===== src/rtl/cnt_sched_pkg.sv =====
// Shared types and the round-robin pick helper for the interval scheduler.
package cnt_sched_pkg;

    typedef enum logic [1:0] {
        IDLE  = 2'd0,
        LOAD  = 2'd1,
        COUNT = 2'd2,
        DONE  = 2'd3
    } sched_state_t;

    // Widest requester vector rr_pick can arbitrate; NREQ must not exceed it.
    localparam int MAX_NREQ = 32;
    localparam int IDXW     = 5;

    // One-hot grant for the first set request found scanning upward from ptr, wrapping at nreq.
    function automatic logic [MAX_NREQ-1:0] rr_pick(
        input logic [MAX_NREQ-1:0] req,
        input int unsigned         nreq,
        input int unsigned         ptr
    );
        logic [MAX_NREQ-1:0] grant;
        logic                found;
        logic [31:0]         idx;
        grant = '0;
        found = 1'b0;
        for (int unsigned k = 0; k < MAX_NREQ; k++) begin
            idx = (ptr + k) % nreq;
            if (!found && (k < nreq) && req[idx[IDXW-1:0]]) begin
                grant[idx[IDXW-1:0]] = 1'b1;
                found                = 1'b1;
            end
        end
        return grant;
    endfunction

endpackage


===== src/rtl/cnt_load_up.sv =====
// Loadable WIDTH-bit up counter; load wins over count and counting stops at all-ones.
module cnt_load_up #(
    parameter int WIDTH = 4
) (
    input  logic             clk,
    input  logic             rst,
    input  logic             i_load,
    input  logic             i_count,
    input  logic [WIDTH-1:0] i_din,
    output logic [WIDTH-1:0] o_cnt
);

    logic [WIDTH-1:0] r_cnt;

    always_ff @(posedge clk or posedge rst) begin
        if (rst) begin
            r_cnt <= '0;
        end else if (i_load) begin
            r_cnt <= i_din;
        end else if (i_count && (r_cnt != '1)) begin
            r_cnt <= r_cnt + 1'b1;
        end
    end

    assign o_cnt = r_cnt;

endmodule


===== src/rtl/cnt_interval_sched.sv =====
// Round-robin scheduler sharing one up-counter between NREQ interval requesters.
// Define PAUSE_EN to add the i_hold port, which freezes counting while in COUNT.
module cnt_interval_sched
    import cnt_sched_pkg::*;
#(
    parameter int WIDTH = 4,
    parameter int NREQ  = 2
) (
    input  logic                  clk,
    input  logic                  rst,
    input  logic [NREQ-1:0]       i_req,
    input  logic [NREQ*WIDTH-1:0] i_start_val,
`ifdef PAUSE_EN
    input  logic                  i_hold,
`endif
    output logic [NREQ-1:0]       o_gnt,
    output logic [NREQ-1:0]       o_done,
    output logic                  o_busy,
    output logic [WIDTH-1:0]      o_cnt
);

    localparam int PW = (NREQ > 1) ? $clog2(NREQ) : 1;

    sched_state_t        r_state;
    sched_state_t        w_nextState;
    logic [NREQ-1:0]     r_gnt;
    logic [NREQ-1:0]     r_done;
    logic [PW-1:0]       r_rrPtr;
    logic [PW-1:0]       r_owner;
    logic [WIDTH-1:0]    r_start;
    logic [MAX_NREQ-1:0] w_pickFull;
    logic [NREQ-1:0]     w_pick;
    logic [PW-1:0]       w_pickIdx;
    logic [WIDTH-1:0]    w_startSel;
    logic [WIDTH-1:0]    w_cnt;
    logic                w_anyReq;
    logic                w_atMax;
    logic                w_hold;
    logic                w_ctrLoad;
    logic                w_ctrCount;

`ifdef PAUSE_EN
    assign w_hold = i_hold;
`else
    assign w_hold = 1'b0;
`endif

    // Reducing the full pick vector (not i_req) keeps every bit of the helper's result in use.
    assign w_pickFull = rr_pick(MAX_NREQ'(i_req), NREQ, 32'(r_rrPtr));
    assign w_pick     = w_pickFull[NREQ-1:0];
    assign w_anyReq   = |w_pickFull;
    assign w_atMax    = (w_cnt == '1);

    always_comb begin
        w_pickIdx  = '0;
        w_startSel = '0;
        for (int i = 0; i < NREQ; i++) begin
            if (w_pick[i]) begin
                w_pickIdx  = PW'(i);
                w_startSel = i_start_val[i*WIDTH +: WIDTH];
            end
        end
    end

    // Counting is never enabled at all-ones, so the shared counter cannot wrap.
    always_comb begin
        w_nextState = r_state;
        w_ctrLoad   = 1'b0;
        w_ctrCount  = 1'b0;
        case (r_state)
            IDLE: begin
                if (w_anyReq) w_nextState = LOAD;
            end
            LOAD: begin
                w_ctrLoad   = 1'b1;
                w_nextState = COUNT;
            end
            COUNT: begin
                if (!w_hold) begin
                    if (w_atMax) w_nextState = DONE;
                    else         w_ctrCount  = 1'b1;
                end
            end
            DONE: begin
                w_nextState = IDLE;
            end
            default: begin
                w_nextState = IDLE;
            end
        endcase
    end

    always_ff @(posedge clk or posedge rst) begin
        if (rst) begin
            r_state <= IDLE;
            r_gnt   <= '0;
            r_done  <= '0;
            r_rrPtr <= '0;
            r_owner <= '0;
            r_start <= '0;
        end else begin
            r_state <= w_nextState;
            r_done  <= '0;
            case (r_state)
                IDLE: begin
                    if (w_anyReq) begin
                        r_gnt   <= w_pick;
                        r_owner <= w_pickIdx;
                        r_start <= w_startSel;
                    end
                end
                COUNT: begin
                    if (w_nextState == DONE) r_done <= r_gnt;
                end
                DONE: begin
                    r_gnt   <= '0;
                    r_rrPtr <= (r_owner == PW'(NREQ-1)) ? '0 : r_owner + 1'b1;
                end
                default: begin
                end
            endcase
        end
    end

    cnt_load_up #(
        .WIDTH (WIDTH)
    ) u_ctr (
        .clk     (clk),
        .rst     (rst),
        .i_load  (w_ctrLoad),
        .i_count (w_ctrCount),
        .i_din   (r_start),
        .o_cnt   (w_cnt)
    );

    assign o_gnt  = r_gnt;
    assign o_done = r_done;
    assign o_busy = (r_state != IDLE);
    assign o_cnt  = w_cnt;

endmodule


===== config.mk =====
export PLATFORM = sky130hd
export DESIGN_NAME = cnt_interval_sched
export DESIGN_NICKNAME = d
export VERILOG_FILES = /design/src/rtl/cnt_sched_pkg.sv /design/src/rtl/cnt_load_up.sv /design/src/rtl/cnt_interval_sched.sv
export SDC_FILE = /design/constraint.sdc
export NUM_CORES = 1
export LEC_CHECK = 0
export BUFFER_PORTS_ARGS = -buffer_cell sky130_fd_sc_hd__buf_2
export CAP_MARGIN = 15
export CELL_PAD_IN_SITES_DETAIL_PLACEMENT = 1
export CELL_PAD_IN_SITES_GLOBAL_PLACEMENT = 1
export CORE_MARGIN = 4
export CORE_UTILIZATION = 35
export CTS_CLUSTER_SIZE = 16
export DETAILED_ROUTE_END_ITERATION = 16
export GPL_ROUTABILITY_DRIVEN = 0
export GPL_TIMING_DRIVEN = 0
export PLACE_DENSITY_LB_ADDON = 0.1
export SLEW_MARGIN = 20
export SYNTH_ARGS = -nofsm -noshare
export SYNTH_HDL_FRONTEND = slang
export SYNTH_SLANG_ARGS = --single-unit
export TNS_END_PERCENT = 1

===== constraint.sdc =====
create_clock -name clk -period 1.4 [get_ports clk]
set_clock_uncertainty 0.05 [all_clocks]
set_input_delay 0.07 -clock clk [delete_from_list [all_inputs] [get_ports clk]]
set_output_delay 0.07 -clock clk [all_outputs]
set_load 0.02 [all_outputs]

==> impl_metrics.csv, run 1 <==
group,metric,value,unit
status,status,"finished, final reports clean",
route,drc_errors,0,
logic_synthesis,yosysWarnings,0,
cells_and_area,layout-drive-gt1-share,39.3,%
power,power.density,2180,nW/um^2
sta,period_minus_slack,1.37,ns
grt,grt_pass1_vias,763,
route,drt_iter0_markers,12,
route,ant_nets,0,
setup_path,path_cells,"buf_4 > ha_2 > buf_6 > nand4_1 > mux2i_1 > o21ai_1",
route,drt_pass1_iterations,4,
setup_path,slowest_stage,"dfrtp_1",
setup_path,worstPathRequired,1.53,ns
clocking,path_clk_slew,0.09,ns
cells_and_area,diodes,0,
placed_design,dp_hpwl,1.44,mm
sta,slew_violations,0,
route,routed_via_density,5.08,
floorplan,die_height,57.2,um
cells_and_area,fin_area,1210,sq um
sta,rsz0062_at_grt,"yes",
logic_synthesis,synthArstFlopShare,100,%
sta,tns,0,ns
floorplan,start_util,37.6,%
grt,grt_pass1_wl,3.54,mm
cells_and_area,fin_cells,150,
cells_and_area,fin_util,53.8,%
placed_design,dpl-instance-area,983,sq um
cells_and_area,nets,141,
placed_design,placed_cells,133,
setup_path,crit_path_start_kind,"flip-flop",
setup_path,r2r_start,"r_state[1]$_DFF_PP0_",
floorplan,ios,21,
cells_and_area,final_common_cell,"buf_2",
logic_synthesis,synthesis.nets,102,
setup_path,critPathKind,"reg2reg",
sta,finalSetupViolations,0,
sta,max_slew_margin,57.0,%
grt,track_usage,14.0,%
sta,hold_violations,0,
setup_path,cp_max_fo,9,
route,num_vias,762,
route,post_drt_wl_per_cell,14.6,um
grt,grt_max_degree,17,
logic_synthesis,ys_types,28,
clocking,cts_root_buf,"clkbuf_4",
setup_path,r2r_slack,0.03,ns
clocking,cts_sinks,16,
placed_design,io_buffers,20,
flow_run,maxCapViolations,0,
cells_and_area,area_growth_syn_to_layout,43.1,%
logic_synthesis,syn_area,848,sq um
logic_synthesis,ys.flop_type,"dfrtp_1",
cells_and_area,final_cell_mix,"19 x buf_2, 16 x dfrtp_1, 9 x dlygate4sd3_1",
route,routed_wl,2.19,mm
sta,max_freq,0.732,GHz
min_path,hold_depth,3,
floorplan,die_area,3280,sq um
grt,overflow,0,
setup_path,critPathMaxStageDelay,0.41,ns
power,power,2.64,mW
logic_synthesis,synth_edf_count,0,
clocking,htreeDepth,1,
setup_path,cp-end-kind,"flip-flop",
setup_path,reg2reg_to,"u_ctr.o_cnt[3]$_DFFE_PP0P_",
floorplan,rows,17,
min_path,min_delay_worst_endpoint,"o_gnt[1]$_DFFE_PP0P_",
min_path,min_from,"i_req[0]",
logic_synthesis,synth_seq_area_share,47.2,%
clocking,tritoncts,"yes",
grt,antenna_found_initial,0,
sta,tightest_slew,0.645,ns
cells_and_area,fillers,273,
logic_synthesis,synthCells,85,
sta,min_period_over_period,97.6,%
min_path,hold_path.class,"in2reg",
logic_synthesis,synth_seq_cells,16,
power,power_leakage,0.575,nW
clocking,cts_max_path_buffers,2,
logic_synthesis,synth.avg_cell_area,9.98,sq um
setup_path,r2r_cells,6,
floorplan,core,2250,sq um
power,ir_drop,1.17,mV
clocking,clkLatencyLatePin,0.28,ns
setup_path,cp.arrival,1.49,ns
setup_path,startpoint,"r_state[1]$_DFF_PP0_",
floorplan,die_x,57.2,um
clocking,cts_buffers,3,
==> flip-flops by register name, summed over array words and instances, names as in the netlist <==
register and cells:
o_gnt 2, r_state 2, r_owner 1, r_start 4
o_done 2, u_ctr.o_cnt 4, r_rrPtr 1
==> timing repair <==
| action | in CTS | in global routing |
|---|---|---|
| endpoints found under the hold margin | 20 | 0 |
| pin swaps | 1 | 2 |
| setup buffers | 2 | 4 |
| setup endpoints to repair | 12 | 13 |
| resized for setup | 9 | 15 |
| hold buffers | 9 | 0 |
==> kinds of logic (layout without fill, tap and decap cells) <==
group           after synthesis  in the layout  synth area share (%)
simple gates                 27             27                  17.8
compound gates               24             24                  19.9
flops                        16             16                  47.2
buf+inv                      12             49                  6.49
fa+ha+maj                     5              5                  7.37
mux                           1              1                  1.18
==> how the worst max path moves through the flow <==
stage | slack [ns] | end
after floorplan | 0.005 | u_ctr.o_cnt[0]$_DFFE_PP0P_
after global placement | -0.06 | r_start[2]$_DFFE_PP0P_
after detailed placement | -0.14 | r_start[1]$_DFFE_PP0P_
after CTS | -0.004 | o_gnt[1]$_DFFE_PP0P_
after global routing | -0.03 | u_ctr.o_cnt[0]$_DFFE_PP0P_
final | 0.03 | u_ctr.o_cnt[3]$_DFFE_PP0P_
==> report_power, final <==
| part | total [mW] | internal [mW] | leakage (nW) | switching (mW) |
|---|---|---|---|---|
| combinational | 1.54 | 0.756 | 0.364 | 0.787 |
| sequential | 0.860 | 0.677 | 0.197 | 0.182 |
| clock | 0.242 | 0.0998 | 0.0138 | 0.143 |
==> critical path: cells and delay by family, from the launching register on <==
family / cells / cell delay, ns
and+or+nand+nor: 1 / 0.08
adders and majority gates: 1 / 0.17
DFF: 1 / 0.41
AOI/OAI and AO/OA: 1 / 0.07
buffers and inverters: 2 / 0.29
muxes: 1 / 0.19
==> final cells by class <==
class | count | area (sq um) | share of cell area [%]
Clock buffer | 3 | 22.5 | 1.86
Inverter | 9 | 33.8 | 2.78
Sequential cell | 16 | 400 | 33.0
Buffer | 2 | 22.5 | 1.86
Timing Repair Buffer | 35 | 241 | 19.9
Tap cell | 28 | 35.0 | 2.89
Multi-Input combinational cell | 57 | 458 | 37.7
==> cells in the mapped netlist, drive strengths merged (2+ instances only) <==
cell	instances	area [sq um]
dfrtp	16	400
buf	3	21.3
ha	5	62.6
nand3	6	35.0
a32oi	4	35.0
o21ai	8	43.8
nor2	5	18.8
inv	9	33.8
nand2	5	18.8
a21oi	4	20.0
nand2b	5	31.3
nor3b	2	15.0
a2bb2oi	2	17.5
==> stage by stage <==
step	setup slack, ns	hold WS (ns)
6_report	0.0330	0.0770
5_1_grt	-0.0309	0.0884
4_1_cts	-0.00382	0.0797
3_5_place_dp	-0.140	0.137
3_3_place_gp	-0.0620	0.136
2_1_floorplan	0.00540	-0.0663
==> per-layer routing <==
metal  up-vias  wire length (um)  track usage [%]
met4         0                12             4.97
li1        376                 -                -
met5         -                 0                0
met1       370               933             18.2
met3         2                79             2.04
met2        14              1170             23.5
Note: power is estimated with default switching activity, not from simulation.
==> run 2, diff against run 1 <==
GPL_TIMING_DRIVEN = 1   (was 0)
SYNTH_HIERARCHICAL = 1   (was unset)
==> run 2 against run 1 <==
Compared with the run above:
- the run now ends with negative setup slack left
- largest power group unchanged
- clock-buffer cell count grew 1
- sequential power shrank 4.0%
- largest cell class unchanged
- sequential cell count did not move
- fmax shrank 3.5%
- non-clock buffer count unchanged
==> impl_metrics.csv, run 2 <==
group,metric,value,unit
route,routed_wl,2.26,mm
sta,hold_violations,0,
setup_path,cp-end-kind,"flip-flop",
power,power.density,2180,nW/um^2
setup_path,crit_path_start_kind,"flip-flop",
floorplan,die_x,57.7,um
sta,max_freq,0.706,GHz
clocking,path_clk_slew,0.10,ns
setup_path,critPathMaxStageDelay,0.40,ns
cells_and_area,fin_area,1240,sq um
setup_path,critPathKind,"reg2reg",
flow_run,maxCapViolations,0,
status,status,"complete, but fails checks",
logic_synthesis,synthCells,82,
setup_path,cp_max_fo,7,
logic_synthesis,synthArstFlopShare,100,%
logic_synthesis,synth_common_cells,"16 x dfrtp_1, 11 x inv_1, 5 x ha_1",
grt,gr-usage-met1,17.8,%
clocking,cts_max_path_buffers,2,
route,drt_iter0_markers,21,
grt,use_met2,25.3,%
clocking,cts_sinks,16,
clocking,clkLatencyLatePin,0.29,ns
logic_synthesis,yosysWarnings,6,
logic_synthesis,synth_top_area_cell,"dfrtp_1",
sta,tightest_slew,0.480,ns
grt,grt_pass1_vias,813,
logic_synthesis,synth.avg_cell_area,10.5,sq um
placed_design,dp_hpwl,1.68,mm
logic_synthesis,yosys.cell_count.top_type,"dfrtp_1",
cells_and_area,nets,140,
setup_path,slowest_stage,"dfrtp_1",
floorplan,die_area,3330,sq um
cells_and_area,area_growth_syn_to_layout,43.5,%
logic_synthesis,synth_top_area_share,46.4,%
logic_synthesis,ys_types,32,
min_path,hold_path.class,"in2reg",
cells_and_area,diodes,0,
grt,use_met3,2.90,%
grt,track_usage,14.6,%
placed_design,dpl-instance-area,1050,sq um
sta,finalSetupViolations,2,
floorplan,ios,21,
clocking,cts_root_buf,"clkbuf_4",
logic_synthesis,syn_area,863,sq um
cells_and_area,final_common_cell,"buf_2",
grt,antenna_found_initial,0,
clocking,tritoncts,"yes",
cells_and_area,final_cell_mix,"19 x buf_2, 13 x dfrtp_1, 10 x inv_1",
floorplan,rows,17,
route,routed_via_density,5.21,
power,ir_drop,1.31,mV
sta,max_slew_margin,68.0,%
setup_path,path_cells,"inv_2 > ha_2 > and2_4 > nand4_1 > mux2i_1 > o21ai_1",
sta,timing.final.ws_setup,-0.0162,ns
logic_synthesis,ys.flop_type,"dfrtp_1",
power,power_leakage,0.583,nW
logic_synthesis,synth_seq_cells,16,
grt,overflow,0,
route,drc_errors,0,
logic_synthesis,synth_seq_area_share,46.4,%
cells_and_area,regArea,404,sq um
setup_path,r2r_slack,-0.02,ns
logic_synthesis,synthesis.nets,99,
sta,period_minus_slack,1.42,ns
route,drt_pass1_iterations,4,
floorplan,start_util,37.9,%
setup_path,r2r_cells,6,
floorplan,die_height,57.7,um
status,failed_checks,"negative setup slack",
placed_design,io_buffers,20,
sta,slew_violations,0,
logic_synthesis,synthTopCellsByArea,"dfrtp_1 46%, ha_1 7.2%, inv_1 4.8%",
min_path,hold_depth,3,
logic_synthesis,synth_edf_count,0,
route,num_vias,782,
floorplan,core,2280,sq um
grt,grt_max_degree,13,
clocking,cts_buffers,3,
setup_path,worstPathRequired,1.52,ns
cells_and_area,layout-drive-gt1-share,45.1,%
clocking,htreeDepth,1,
power,power,2.70,mW
grt,grt_pass1_wl,3.76,mm
route,post_drt_wl_per_cell,15.1,um
cells_and_area,fillers,254,
sta,min_period_over_period,101,%
sta,whs,0.0893,ns
setup_path,cp.arrival,1.54,ns
cells_and_area,multiInputGateArea,449,sq um
grt,busiest_layer,"met2",
route,ant_nets,0,
sta,rsz0062_at_grt,"yes",
[run 2: cell types whose count changed after synthesis, sizes merged, moves of 2 or more]
cell,previous run,this run
nor2,5,1
inv,9,12
nand2b,5,3
buf,3,1
nor3b,2,0
nand3,6,4
and2,1,4
[run 2: worst max-delay path, delay by kind of cell, from the launching register on]
kind                     cells  cell delay, ns
AND/OR/NAND/NOR              2            0.27
AO/OA/AOI/OAI                1            0.09
adder cells (fa/ha/maj)      1            0.18
flip-flops                   1            0.40
multiplexers                 1            0.20
buffers and inverters        1            0.10
[run 2: timing repair]
item / CTS / global route
endpoints found under the setup margin: 4 / 13
hold endpoints to repair: 20 / 0
gates cloned: 0 / 0
pin swaps: 5 / 2
setup buffers: 2 / 0
hold buffers: 9 / 0
gates resized for setup: 6 / 5
[run 2: where the power goes]
part	switching, mW	internal, mW
combinational	0.812	0.758
sequential	0.148	0.678
clock	0.149	0.158
[run 2: layer usage]
layer	wire [um]	share of wire, %
met4	57	2.5
met2	1170	52
met1	954	42
met3	73	3.2
met5	0	0
[run 2: kinds of logic (layout without fill, tap and decap cells)]
group	after synthesis	in the layout	synth area share, %
AO/OA/AOI/OAI	25	25	21.3
multiplexers	1	1	1.16
buffers and inverters	13	53	6.52
AND/OR/NAND/NOR	22	22	17.4
flip-flops	16	16	46.4
adder cells (fa/ha/maj)	5	5	7.25
[run 2: final cells by class]
| cell class | count | share of cell area, % |
|---|---|---|
| Inverter | 12 | 3.64 |
| Tap cell | 28 | 2.83 |
| Clock buffer | 4 | 2.93 |
| Timing Repair Buffer | 37 | 21.7 |
| Multi-Input combinational cell | 53 | 36.3 |
| Sequential cell | 16 | 32.6 |
[run 2: metrics by stage]
step | instances | setup slack [ns] | util, % | TNS (ns)
2_1_floorplan | 82 | -0.0158 | - | -0.0244
3_5_place_dp | 135 | -0.0684 | 46.3 | -0.0684
6_report | 150 | -0.0162 | 54.4 | -0.0230
3_3_place_gp | 135 | -0.00524 | 46.3 | -0.00524
4_1_cts | 150 | -0.0367 | 53.5 | -0.0901
5_1_grt | 150 | -0.113 | 54.4 | -0.646
[run 2: worst paths after layout]
path / start / end
max: r_state[0]$_DFF_PP0_ / u_ctr/o_cnt[3]$_DFFE_PP0P_
min: i_req[0] / o_gnt[0]$_DFFE_PP0P_
max reg2reg: r_state[0]$_DFF_PP0_ / u_ctr/o_cnt[3]$_DFFE_PP0P_
min reg2reg: r_owner$_DFFE_PP0P_ / r_rrPtr$_DFFE_PP0P_
max in group asynchronous: rst / o_gnt[0]$_DFFE_PP0P_
min in group asynchronous: rst / u_ctr/o_cnt[1]$_DFFE_PP0P_
==> run 3, diff against run 2 <==
CTS_BUF_LIST = sky130_fd_sc_hd__clkbuf_16   (was unset)
clock period = 1.3 ns   (was 1.4 ns; I/O delays follow)
==> run 3 against run 2 <==
Compared with the run above:
- highest routed layer unchanged
- sequential share of layout area shrank 0.26 points
- critical endpoint is now o_done[0]$_DFF_PP0_
- largest cell class unchanged
- register-to-register slack got worse by 0.07 ns
- non-clock buffer count fell by 1
- combinational power rose by 13%
- core utilization is 0.77 points higher
- cell area increased by 1.4%
- clock power increased by 97%
- power grew 21%
- critical path type unchanged
- largest power group unchanged
- the run still ends with negative setup slack left
- setup slack got worse by 0.069 ns
- sequential power is 9.2% higher
==> impl_metrics.csv, run 3 (synthesis gave the netlist of run 2 again) <==
group,metric,value,unit
status,status,"complete, but fails checks",
status,failed_checks,"negative setup slack",
cells_and_area,final_common_cell,"buf_2",
clocking,cts_sinks,16,
route,num_vias,776,
setup_path,slowest_stage,"dfrtp_1",
cells_and_area,fin_area,1260,sq um
setup_path,worstPathRequired,1.44,ns
min_path,hold_path.class,"in2reg",
route,drt_iter0_markers,5,
grt,antenna_found_initial,0,
setup_path,crit_path_start_kind,"flip-flop",
cells_and_area,final_cell_mix,"19 x buf_2, 12 x buf_4, 11 x dfrtp_1",
sta,max_slew_margin,67.3,%
setup_path,r2r_cells,6,
placed_design,dp_hpwl,1.79,mm
sta,rsz0062_at_grt,"yes",
grt,grt_max_degree,13,
route,post_drt_wl_per_cell,16.2,um
sta,finalSetupViolations,8,
cells_and_area,fillers,265,
power,p_switching,1.27,mW
sta,hold_violations,0,
power,power,3.28,mW
clocking,htreeDepth,1,
setup_path,path_cells,"inv_2 > ha_4 > buf_4 > nand2_2 > a311oi_2 > and2_1",
floorplan,die_x,57.7,um
setup_path,crit_buf_inv,2,
setup_path,reg2reg_to,"o_done[0]$_DFF_PP0_",
floorplan,start_util,37.9,%
setup_path,r2r_slack,-0.09,ns
cells_and_area,nets,139,
setup_path,critPathMaxStageDelay,0.40,ns
floorplan,die_height,57.7,um
grt,grt_pass1_vias,884,
floorplan,rows,17,
grt,grt_pass1_wl,4.14,mm
route,routed_via_density,5.21,
sta,tightest_slew,0.490,ns
setup_path,cp_max_fo,3,
clocking,path_clk_slew,0.05,ns
route,drt_pass1_iterations,4,
min_path,hold_depth,3,
clocking,tritoncts,"yes",
setup_path,crit_family,"flip-flops",
power,comb_power_share,54.0,%
placed_design,place_ws,-0.134,ns
sta,timing.final.ws_setup,-0.0856,ns
floorplan,core,2280,sq um
min_path,min_from,"i_start_val[1]",
power,swShare,38.8,%
power,p_clk_share,18.5,%
grt,track_usage,16.3,%
placed_design,dpl-instance-area,1110,sq um
power,power.density,2610,nW/um^2
cells_and_area,layout-drive-gt1-share,49.6,%
sta,min_period_over_period,107,%
power,ir_drop,1.53,mV
placed_design,placed_cells,140,
cells_and_area,area_growth_syn_to_layout,45.5,%
sta,period_minus_slack,1.39,ns
route,drc_errors,0,
placed_design,io_buffers,20,
grt,overflow,0,
sta,slew_violations,0,
flow_run,maxCapViolations,0,
floorplan,ios,21,
floorplan,die_area,3330,sq um
setup_path,critPathKind,"reg2reg",
setup_path,cp.arrival,1.52,ns
setup_path,r2r_start,"r_state[0]$_DFF_PP0_",
clocking,cts_root_buf,"clkbuf_16",
cells_and_area,fin_cells,149,
setup_path,cp-end-kind,"flip-flop",
clocking,cts_max_path_buffers,2,
clocking,clkLatencyLatePin,0.25,ns
route,routed_wl,2.42,mm
min_path,min_delay_worst_endpoint,"r_start[1]$_DFFE_PP0P_",
cells_and_area,diodes,0,
power,power_leakage,0.592,nW
clocking,cts_buffers,3,
route,ant_nets,0,
power,sequentialPowerShare,27.5,%
power,intPower,2.01,mW
sta,max_freq,0.722,GHz
[run 3: power groups by stage]
| stage | combinational, mW | clock, mW | sequential (mW) |
|---|---|---|---|
| 2_1_floorplan | 0.917 | 0 | 1.03 |
| 3_3_place_gp | 1.59 | 0 | 0.889 |
| 3_5_place_dp | 1.65 | 0 | 0.903 |
| 4_1_cts | 1.76 | 0.618 | 0.898 |
| 5_1_grt | 1.95 | 0.644 | 0.931 |
| 6_report | 1.77 | 0.607 | 0.902 |
[run 3: metal layers]
| metal | vias to the layer above | track usage (%) | wire length [um] |
|---|---|---|---|
| li1 | 375 | - | - |
| met1 | 374 | 18.5 | 1000 |
| met2 | 21 | 29.7 | 1260 |
| met3 | 6 | 2.67 | 92 |
| met4 | 0 | 7.62 | 70 |
| met5 | - | 0 | 0 |
[run 3: stage by stage]
stage | setup TNS (ns) | util [%] | hold WS [ns]
after CTS | -0.525 | 54.8 | 0.00192
after floorplan | -0.478 | - | -0.219
after global placement | -0.271 | 48.8 | -0.0915
final | -0.379 | 55.2 | 0.00127
after detailed placement | -1.01 | 48.8 | -0.0761
after global routing | -1.37 | 55.2 | 0.0126
[run 3: how the worst max path moves through the flow]
stage / slack, ns / cells past startpoint / start / endpoint
3_3_place_gp: -0.08 / 5 / r_state[1]$_DFF_PP0_ / o_done[1]$_DFF_PP0_
3_5_place_dp: -0.13 / 5 / r_state[1]$_DFF_PP0_ / o_done[1]$_DFF_PP0_
4_1_cts: -0.1 / 6 / r_state[0]$_DFF_PP0_ / o_done[0]$_DFF_PP0_
5_1_grt: -0.17 / 5 / r_state[1]$_DFF_PP0_ / o_done[0]$_DFF_PP0_
2_1_floorplan: -0.06 / 5 / r_state[0]$_DFF_PP0_ / u_ctr/o_cnt[0]$_DFFE_PP0P_
6_report: -0.09 / 6 / r_state[0]$_DFF_PP0_ / o_done[0]$_DFF_PP0_
[run 3: layout make-up]
class / count / area, sq um / area share, %
Multi-Input combinational cell: 53 / 454 / 36.2
Sequential cell: 16 / 407 / 32.4
Timing Repair Buffer: 36 / 236 / 18.8
Clock buffer: 3 / 75.1 / 5.98
Inverter: 12 / 45.0 / 3.59
Tap cell: 28 / 35.0 / 2.79
Clock inverter: 1 / 3.75 / 0.299
[run 3: repair_timing]
item / CTS / global route
pin swaps: 7 / 1
setup buffers: 1 / 0
hold endpoints to repair: 19 / 0
hold buffers: 4 / 0
gates resized for setup: 7 / 5
gates cloned: 0 / 0
endpoints found under the setup margin: 15 / 16
[run 3: worst reg2reg max path, stage by stage, from the launching register on]
cell and delay, ns:
dfrtp_1 0.40, inv_2 0.12, ha_4 0.14, buf_4 0.11
nand2_2 0.05, a311oi_2 0.29, and2_1 0.17
